File: config.mk
export PLATFORM = sky130hd
export DESIGN_NAME = fetch_unit
export DESIGN_NICKNAME = d
export VERILOG_FILES = /design/src/rtl/riscv_defines.sv /design/src/rtl/fetch_queue.sv /design/src/rtl/fetch_unit.sv
export SDC_FILE = /design/constraint.sdc
export NUM_CORES = 1
export LEC_CHECK = 0
export BUFFER_PORTS_ARGS = -buffer_cell sky130_fd_sc_hd__buf_2
export CAP_MARGIN = 15
export CORE_MARGIN = 4
export CORE_UTILIZATION = 27
export CTS_BUF_LIST = sky130_fd_sc_hd__clkbuf_8
export DETAILED_ROUTE_END_ITERATION = 7
export GPL_ROUTABILITY_DRIVEN = 0
export HOLD_SLACK_MARGIN = 0.06
export MAX_ROUTING_LAYER = met4
export PLACE_DENSITY = 0.43
export SYNTH_ARGS = -nofsm -noshare
export SYNTH_HDL_FRONTEND = slang
export SYNTH_SLANG_ARGS = --single-unit
File: constraint.sdc
create_clock -name clk -period 9.5 [get_ports clk]
set_input_delay 1.425 -clock clk [delete_from_list [all_inputs] [get_ports clk]]
set_output_delay 1.425 -clock clk [all_outputs]
set_load 0.1 [all_outputs]
File: src/rtl/riscv_defines.sv
// Shared types for the instruction fetch slice.
//   inst_t        : 32-bit instruction word
//   NOP_INST      : addi x0,x0,0, delivered with fault entries
//   fetch_state_t : fetch FSM states
//   fetch_entry_t : one instruction queue entry {inst, pc, fault}
package riscv_defines;

  typedef logic [31:0] inst_t;

  localparam inst_t NOP_INST = 32'h0000_0013;

  typedef enum logic [1:0] {
    ST_FETCH    = 2'd0,
    ST_MISALIGN = 2'd1,
    ST_HALT     = 2'd2
  } fetch_state_t;

  typedef struct packed {
    inst_t       inst;
    logic [31:0] pc;
    logic        fault;
  } fetch_entry_t;

endpackage

File: src/rtl/fetch_queue.sv
// Parameterised synchronous FIFO with flush.
//   clk, rst_n      : clock, async active-low reset (empties the FIFO)
//   flush           : empties the FIFO at the next edge; wins over push/pop
//   push, push_data : write; accepted when not full, or when full and popping
//   pop             : read-advance; ignored when empty
//   head            : oldest entry (undefined content when empty)
//   full, empty     : occupancy flags
//   count           : number of stored entries
module fetch_queue #(
  parameter  int DEPTH = 2,
  parameter  int W     = 32,
  localparam int CW    = $clog2(DEPTH + 1),
  localparam int AW    = (DEPTH > 1) ? $clog2(DEPTH) : 1
) (
  input  logic          clk,
  input  logic          rst_n,
  input  logic          flush,
  input  logic          push,
  input  logic [W-1:0]  push_data,
  input  logic          pop,
  output logic [W-1:0]  head,
  output logic          full,
  output logic          empty,
  output logic [CW-1:0] count
);

  logic [W-1:0]  mem_q [DEPTH];
  logic [AW-1:0] wr_ptr_q, wr_ptr_d;
  logic [AW-1:0] rd_ptr_q, rd_ptr_d;
  logic [CW-1:0] count_q, count_d;
  logic          do_push, do_pop;

  // DEPTH need not be a power of two, so pointers wrap explicitly.
  function automatic logic [AW-1:0] ptr_inc(input logic [AW-1:0] p);
    return (p == AW'(DEPTH - 1)) ? '0 : p + AW'(1);
  endfunction

  assign full    = (count_q == CW'(DEPTH));
  assign empty   = (count_q == '0);
  assign count   = count_q;
  assign head    = mem_q[rd_ptr_q];
  assign do_pop  = pop && !empty;
  assign do_push = push && (!full || do_pop);

  always_comb begin
    wr_ptr_d = wr_ptr_q;
    rd_ptr_d = rd_ptr_q;
    count_d  = count_q;
    if (flush) begin
      wr_ptr_d = '0;
      rd_ptr_d = '0;
      count_d  = '0;
    end else begin
      if (do_push) wr_ptr_d = ptr_inc(wr_ptr_q);
      if (do_pop)  rd_ptr_d = ptr_inc(rd_ptr_q);
      case ({do_push, do_pop})
        2'b10:   count_d = count_q + CW'(1);
        2'b01:   count_d = count_q - CW'(1);
        default: count_d = count_q;
      endcase
    end
  end

  always_ff @(posedge clk or negedge rst_n) begin
    if (!rst_n) begin
      wr_ptr_q <= '0;
      rd_ptr_q <= '0;
      count_q  <= '0;
    end else begin
      wr_ptr_q <= wr_ptr_d;
      rd_ptr_q <= rd_ptr_d;
      count_q  <= count_d;
    end
  end

  // Storage needs no reset: emptiness is tracked by count_q.
  always_ff @(posedge clk) begin
    if (do_push && !flush) mem_q[wr_ptr_q] <= push_data;
  end

endmodule

File: src/rtl/fetch_unit.sv
// Instruction fetch unit: issues word fetches, queues responses toward decode,
// handles redirects (drop of stale responses), misaligned targets and faults.
//   imem_req_*   : request channel (valid/ready)
//   imem_rsp_*   : in-order response channel, no backpressure
//   redirect_*   : branch/jump/trap/fence.i redirect
//   fetch_*      : instruction channel to decode (valid/ready)
//   dbg_state    : current FSM state
// Handshake rule for every valid/ready pair: a transfer happens on a rising
// edge where valid and ready are both 1; a valid producer holds its payload
// stable until the transfer.
// Optional macro FETCH_BYPASS_EN: a response may appear on fetch_* in the
// cycle it arrives when the queue is empty (enqueued only if decode stalls).
module fetch_unit
  import riscv_defines::*;
#(
  parameter logic [31:0] RESET_PC = 32'h0000_0000,
  parameter int          QDEPTH   = 2
) (
  input  logic         clk,
  input  logic         rst_n,
  output logic         imem_req_valid,
  input  logic         imem_req_ready,
  output logic [31:0]  imem_req_addr,
  input  logic         imem_rsp_valid,
  input  inst_t        imem_rsp_data,
  input  logic         imem_rsp_err,
  input  logic         redirect_valid,
  input  logic [31:0]  redirect_pc,
  output logic         fetch_valid,
  input  logic         fetch_ready,
  output inst_t        fetch_inst,
  output logic [31:0]  fetch_pc,
  output logic         fetch_fault,
  output fetch_state_t dbg_state
);

  localparam int CW  = $clog2(QDEPTH + 1);
  localparam int CSW = CW + 1;
  localparam int EW  = $bits(fetch_entry_t);

  fetch_state_t  state_q, state_d;
  logic [31:0]   pc_q, pc_d;
  logic [CW-1:0] drop_q, drop_d;

  fetch_entry_t  iq_push_data, iq_head, rsp_entry, out_entry;
  logic          iq_push, iq_pop, iq_full, iq_empty;
  logic [CW-1:0] iq_count;

  logic [31:0]   af_head;
  logic          af_flush, af_full, af_empty;
  logic [CW-1:0] af_count;

  logic          rsp_live, req_fire, bypass, misalign_ins;
  logic [CSW-1:0] credits_used;

  // A response belongs to the current stream only when nothing is pending
  // drop; in a redirect cycle every arriving response is stale.
  assign rsp_live = imem_rsp_valid && (drop_q == '0) && !redirect_valid && !af_empty;

  assign credits_used = CSW'(iq_count) + CSW'(af_count);

  // rst_n gates the request so the memory never sees one while in reset.
  // A faulting response stops issue in its own cycle.
  assign imem_req_valid = rst_n && (state_q == ST_FETCH) && !redirect_valid &&
                          (drop_q == '0) && !af_full &&
                          (credits_used < CSW'(QDEPTH)) &&
                          !(rsp_live && imem_rsp_err);
  assign imem_req_addr  = pc_q;
  assign req_fire       = imem_req_valid && imem_req_ready;

  always_comb begin
    rsp_entry.inst  = imem_rsp_err ? NOP_INST : imem_rsp_data;
    rsp_entry.pc    = af_head;
    rsp_entry.fault = imem_rsp_err;
  end

`ifdef FETCH_BYPASS_EN
  assign bypass = rsp_live && iq_empty;
`else
  assign bypass = 1'b0;
`endif

  assign misalign_ins = (state_q == ST_MISALIGN) && (drop_q == '0) &&
                        !redirect_valid && !iq_full;

  always_comb begin
    iq_push_data = rsp_entry;
    if (misalign_ins) iq_push_data = '{inst: NOP_INST, pc: pc_q, fault: 1'b1};
  end

  // A bypassed response taken by decode this cycle never enters the queue.
  assign iq_push  = misalign_ins || (rsp_live && !(bypass && fetch_ready));
  assign iq_pop   = fetch_ready && !iq_empty;
  assign af_flush = redirect_valid || (rsp_live && imem_rsp_err);

  always_comb begin
    out_entry = '{inst: NOP_INST, pc: pc_q, fault: 1'b0};
    if (!iq_empty)   out_entry = iq_head;
    else if (bypass) out_entry = rsp_entry;
  end

  assign fetch_valid = !iq_empty || bypass;
  assign fetch_inst  = out_entry.inst;
  assign fetch_pc    = out_entry.pc;
  assign fetch_fault = out_entry.fault;
  assign dbg_state   = state_q;

  fetch_queue #(.DEPTH(QDEPTH), .W(EW)) u_inst_q (
    .clk       (clk),
    .rst_n     (rst_n),
    .flush     (redirect_valid),
    .push      (iq_push),
    .push_data (iq_push_data),
    .pop       (iq_pop),
    .head      (iq_head),
    .full      (iq_full),
    .empty     (iq_empty),
    .count     (iq_count)
  );

  // Address of every live outstanding request, popped by its response.
  fetch_queue #(.DEPTH(QDEPTH), .W(32)) u_addr_q (
    .clk       (clk),
    .rst_n     (rst_n),
    .flush     (af_flush),
    .push      (req_fire),
    .push_data (pc_q),
    .pop       (rsp_live),
    .head      (af_head),
    .full      (af_full),
    .empty     (af_empty),
    .count     (af_count)
  );

  always_comb begin
    state_d = state_q;
    pc_d    = pc_q;
    drop_d  = drop_q;
    if (req_fire) pc_d = pc_q + 32'd4;
    if ((drop_q != '0) && imem_rsp_valid) drop_d = drop_q - CW'(1);
    case (state_q)
      ST_FETCH: begin
        // Requests still in flight behind the faulting one become stale.
        if (rsp_live && imem_rsp_err) begin
          state_d = ST_HALT;
          drop_d  = af_count - CW'(1);
        end
      end
      ST_MISALIGN: if (misalign_ins) state_d = ST_HALT;
      ST_HALT:     state_d = ST_HALT;
      default:     state_d = ST_FETCH;
    endcase
    if (redirect_valid) begin
      pc_d    = redirect_pc;
      // Everything still owed by the memory after this edge is stale.
      drop_d  = drop_q + af_count - CW'(imem_rsp_valid);
      state_d = (redirect_pc[1:0] != 2'b00) ? ST_MISALIGN : ST_FETCH;
    end
  end

  always_ff @(posedge clk or negedge rst_n) begin
    if (!rst_n) begin
      state_q <= ST_FETCH;
      pc_q    <= RESET_PC;
      drop_q  <= '0;
    end else begin
      state_q <= state_d;
      pc_q    <= pc_d;
      drop_q  <= drop_d;
    end
  end

endmodule

# Yosys cells after proc, flatten, opt, wreduce, memory -nomap -nowiden
# Memories as Yosys holds them, arrays and structs flattened.
# Cells that the tools add are included.
[word_totals]
reg_bits = 44
ram_bits = 194
input_bits = 71
out_inout_bits = 101
n_memories = 2
word_cells = 116
[mem_list]
columns = ["name", "depth", "word_bits", "rd", "rd_ports_with_merged_regs", "write_ports", "line_no", "rtl"]
rows = [
  ["u_inst_q.mem_q", 2, 65, 1, 0, 1, "fetch_queue.sv:27", "logic [W-1:0] mem_q [DEPTH];"],
  ["u_addr_q.mem_q", 2, 32, 1, 0, 1, "fetch_queue.sv:27", ""],
]
[classes]
n_reduce_logical = 47
eq_ne = 10
n_addsub = 13
magnitude_cmp = 1
n_mux = 34
[op_table]
columns = ["op", "n"]
rows = [
  ["$mux W65", 2],
  ["$mux W32", 3],
  ["$add A32 B3 Y32 const B", 1],
  ["$logic_and A1 B1 Y1", 22],
  ["$mux W2", 9],
  ["$mux W1", 17],
  ["$reduce_bool A2 Y1", 7],
  ["$eq A2 B2 Y1 const B", 5],
  ["$logic_not A2 Y1", 4],
  ["$pmux W2 S2", 2],
  ["$logic_not A1 Y1", 7],
  ["$eq A2 B1 Y1 const B", 3],
  ["$pmux W2 S3", 1],
  ["$reduce_bool A3 Y1", 2],
  ["$sub A2 B1 Y2 const B", 3],
  ["$add A1 B1 Y1 const B", 4],
  ["$add A2 B1 Y2 const B", 2],
  ["$logic_or A1 B1 Y1", 4],
  ["$add A2 B2 Y3", 1],
  ["$lt A3 B2 Y1 const B", 1],
  ["$ne A3 B2 Y1 const B", 1],
  ["$ne A3 B3 Y1 const B", 1],
  ["$add A2 B2 Y2", 1],
  ["$reduce_and A2 Y1", 1],
  ["$sub A2 B1 Y2", 1],
]

# Longest topological paths before layout
[logic_depth]
ltp_word = 12
depth_mapped = 9
ltp_nobuf = 7

# Cells and area by module
# Synthesis repeated with hierarchy kept, for this count alone.
[hier_totals]
hier_cells = 780
area_unflattened_um2 = 11255.8
[by_module_without_submodules]
columns = ["module", "area_per_inst_um2", "cells_per_inst", "n_inst", "seq_area_each_um2"]
rows = [
  ["fetch_queue at u_inst_q", 5108.6, 229, 1, 4003.8],
  ["fetch_unit", 3603.5, 426, 1, 900.9],
  ["fetch_queue at u_addr_q", 2543.7, 125, 1, 2021.9],
]

# Least setup slack after synthesis
# No wires, ideal clock.
[synth_timing]
path_kind = "input to register"
from = "in redirect_valid"
to = "mem u_inst_q.mem_q[0][0] in the netlist's numbering (enable)"
path_slack_ns = 2.129
stages = 3
required_ns = 8.930
t_arrival_ns = 6.801
path_cell_list = "nor4_1 nor2_1 nor3_1"
[synth_between]
elab_chain_cells = 8
word_cells_on_any_way = 10
classes_between = "2 x mux; 8 x reduce/logical"
[synth_rtl]
columns = ["item", "line_no", "rtl"]
rows = [
  ["start, declared", "fetch_unit.sv:27", "input logic redirect_valid,"],
  ["$logic_not A1 Y1 (*)", "fetch_queue.sv:78, fetch_unit.sv:58, fetch_unit.sv:84", ""],
  ["$logic_and A1 B1 Y1, on equally long branches", "fetch_unit.sv:83, fetch_unit.sv:58", ""],
  ["$logic_and A1 B1 Y1, on equally long branches", "fetch_unit.sv:84, fetch_unit.sv:58", ""],
  ["$logic_or A1 B1 Y1", "fetch_unit.sv:92", "assign iq_push = misalign_ins || (rsp_live && !(bypass && fetch_ready));"],
  ["$logic_and A1 B1 Y1", "fetch_queue.sv:43", "assign do_push = push && (!full || do_pop);"],
  ["$logic_and A1 B1 Y1 (*)", "fetch_queue.sv:78", "if (do_push && !flush) mem_q[wr_ptr_q] <= push_data;"],
  ["$mux W1 (*)", "fetch_queue.sv:78", ""],
  ["$mux W1 (implied by the code) (*)", "fetch_queue.sv:78", ""],
  ["end, declared", "fetch_queue.sv:27", ""],
]
# Mark *: on every way between the ends. The rest lies on a longest branch, timed or not.

# Worst setup path after layout
[layout_timing]
from = "in rst_n"
to = "out imem_req_valid"
[layout_between]
elab_chain_cells = 6
[layout_rtl]
columns = ["item", "line_no", "rtl"]
rows = [
  ["start, declared", "fetch_unit.sv:20", "input logic rst_n,"],
  ["$logic_and A1 B1 Y1 (3 in a row)", "fetch_unit.sv:64", "assign imem_req_valid = rst_n && (state_q == ST_FETCH) && !redirect_valid &&"],
  ["$logic_and A1 B1 Y1 (2 in a row)", "fetch_unit.sv:65", "(drop_q == '0) && !af_full &&"],
  ["$logic_and A1 B1 Y1", "fetch_unit.sv:66", "(credits_used < CSW'(QDEPTH)) &&"],
  ["end, declared", "fetch_unit.sv:21", "output logic imem_req_valid,"],
]
# No other way between the ends.

==> results.md <==
- Outcome: complete, no violations
- Reg power frac: 0.433
- CTS Buffer Depth: 3
- Hold Path Class: reg2reg
- RSZ-0062 raised after global routing: no
- Post-CTS setup buffer count: 0
- Syn nets: 913
- Max stage delay on crit path: 570 ps
- Synth warn: 0
- Die Y: 206 µm
- Antenna Nets Post-Route: 0
- Yosys reg bits: 238
- Nets: 1092
- Most used cell, CP: buf_2
- Hold path cells: 2
- Slew of the pin with the lowest slew margin: 1150 ps
- CP delay by family, top: buffers and inverters
- CTS Buf Count: 46
- Pint: 0.00184 W
- FF-to-FF Start: u_inst_q.count[0]$_DFFE_PN0P_
- WL/cell: 18.2 µm
- Skew-Pair Late Insertion Delay: 550 ps
- Width of the chip: 206 µm
- Core Area: 0.0386 mm²
- CTS tree: done
- CP cell instances: buf_2, buf_4, or4b_4, nor4_1, buf_2
- Sequential area share after synthesis: 0.657
- Hold Vio Cnt, Final: 0
- Max cap viols: 0
- Post-layout util: 0.331
- Grt ovf: 0
- PostCTS Resize Cnt: 0
- # DRC: 0
- Sw frac: 0.380
- Post-DP HPWL: 17900 µm
- Slew margin rel.: 0.234
- Final setup violation count: 0
- First-pass DRT Iterations: 5
- Fin. max-slew vios: 0
- Top Ports: 172
- R2R cell count: 5
- Primary FF master, synth: edfxtp_1
- Global-route usage over all layers: 0.138
- Row count: 72
- Tot Pwr: 0.00297 W
- Clk sink count: 238
- Critical path required time: 8080 ps
- Clock group share of total power: 0.303
- CP endpoint kind: output pin
- Via density: 4.51
- Mapped cell area: 0.0105 mm²
- Asr flop ratio synth: 0.185
- Most frequent cells in the layout: 194 x edfxtp_1, 172 x buf_2, 115 x nand2_1
- Maximum net fanout on the critical path: 45
- Reg2Reg Setup Slack: 5920 ps
- Pin count of the biggest net entering global routing: 96
- Combinational fraction of design power: 0.265
- Post-place instance area: 0.0120 mm²
- WP data arrival: 3330 ps
- Root Buffer: clkbuf_8
- Yosys cell types: 52
- TNS Setup: 0 ps
- Min cycle time layout: 4750 ps
- Most common cell after layout, fill and taps aside: edfxtp_1
- Leak: 4.60 nW
- Synthesized area per cell: 12.6 µm²
- Via count: 7091
- Initial Utilization: 0.273
- Initial antenna violation count: 2
- Fmax achieved: 210 MHz
- Initial DRC count: 376
- Sw power: 0.00113 W
- H-tree levels: 2
- Fin crit share: 0.500
- Post-Synthesis Cells: 835
- Peak VDD IR: 0.0918 mV
- # hold bufs at CTS: 0
- Final clock skew: 12.5 ps
- Drt total wl: 28600 µm
- Clock transition at path regs: 60 ps
- Finished Cell Area: 0.0128 mm²
- CP Class: in2out
- Crit path buffers/inverters: 3
- Hold path startpoint: u_inst_q.wr_ptr_q$_DFFE_PN0P_
- Global-route wire length before repair: 43700 µm
- Critical Path Start Type: primary input
- Hold path endpoint: u_inst_q.wr_ptr_q$_DFFE_PN0P_
- Critical R2R Capture: u_addr_q.mem_q[0][22]$_DFFE_PP_
- IO Port Bufs: 171
- CP max-delay cell: or4b_4
- PD cells: 232 mW/mm²
- Die area: 0.0423 mm²
- Vias in the first global route: 7284
- Number of flops mapped to enable cells by yosys: 194
- Layout cell share with drive strength beyond 1: 0.244
- Area growth syn-to-layout: 21.3%
[Yosys cell counts (all sizes together) (2+ instances only)]
master / instances / area [µm²]
nor2: 55 / 206
xor2: 7 / 61.3
buf: 10 / 48.8
and3: 2 / 12.5
or2: 2 / 12.5
o21ai: 91 / 455
ha: 6 / 75.1
mux2: 3 / 33.8
a211o: 2 / 17.5
mux2i: 99 / 991
nor2b: 7 / 43.8
nand4: 10 / 62.6
nor3: 6 / 30.0
nand3: 16 / 80.1
and2: 34 / 213
a31oi: 5 / 31.3
or4: 3 / 26.3
edfxtp: 194 / 5830
or3: 5 / 31.3
nand2b: 5 / 31.3
o21bai: 2 / 15.0
nand2: 115 / 432
o211ai: 6 / 45.0
o311ai: 8 / 70.1
clkbuf: 40 / 150
or4b: 2 / 23.8
xnor2: 12 / 105
a22oi: 2 / 15.0
nor4: 8 / 65.1
dfrtp: 44 / 1100
nand3b: 3 / 22.5
inv: 11 / 41.3
a311oi: 2 / 17.5
a21oi: 5 / 25.0
[layer usage]
layer	up-vias	share of wire	global-route usage
met3	58	0.060	0.0287
met5	-	0	-
met4	0	0.024	0.0423
li1	3431	-	-
met2	204	0.45	0.212
met1	3398	0.47	0.186
[logic make-up after synthesis]
family,Yosys count,synth area share
xor+xnor,19,0.0158
mux,102,0.0972
compound gates,131,0.0721
flops,238,0.657
buf+inv,61,0.0228
simple gates,277,0.126
fa+ha+maj,7,0.00902
[sequential cells by signal, summed over array words and instances (netlist names)]
register and cells:
imem_req_addr 32, u_inst_q.mem_q 130, u_inst_q.wr_ptr_q 1, u_addr_q.count 2, u_inst_q.rd_ptr_q 1, u_addr_q.rd_ptr_q 1
u_inst_q.count 2, u_addr_q.mem_q 64, drop_q 2, dbg_state 2, u_addr_q.wr_ptr_q 1
[area by class of cell]
cell class	instances	area, µm²
antenna	3	7.51
inverter	11	41.3
tap	518	648
clock buffer	49	674
clock inverter	36	149
sequential	238	6930
fill	3907	25900
multi-input combinational	536	3410
timing repair buffer	181	928
[worst reg2reg max path, delay by kind of cell (launching register included)]
kind          cells  cell delay (ps)
fa+ha+maj         1              440
flops             1              510
simple gates      4             2230
[worst max-delay path by stage]
| stage | startpoint | to | slack [ps] | cells after the start |
|---|---|---|---|---|
| after global placement | rst_n | imem_req_valid | 4680 | 5 |
| after CTS | rst_n | imem_req_valid | 4670 | 5 |
| after floorplan | redirect_valid | u_inst_q.mem_q[0][0]$_DFFE_PP_ | 2130 | 3 |
| final | rst_n | imem_req_valid | 4750 | 5 |
| after detailed placement | rst_n | imem_req_valid | 4670 | 5 |
| after global routing | rst_n | imem_req_valid | 4520 | 5 |
[metrics by stage]
step	hold slack, ps	setup slack, ps	std cells
after floorplan	523	2130	835
after global placement	570	4680	1483
after detailed placement	567	4670	1483
after CTS	584	4670	1568
after global routing	634	4520	1571
final	585	4750	1572
[power by group through the flow]
stage               clock, W  sequential [W]  combinational, W
floorplan                  0         0.00139          0.000540
global placement           0         0.00131          0.000792
detailed placement         0         0.00131          0.000794
CTS                 0.000941         0.00129          0.000796
global route        0.000991         0.00129          0.000835
finish              0.000898         0.00128          0.000785
Note: power is estimated with default switching activity, not from simulation.
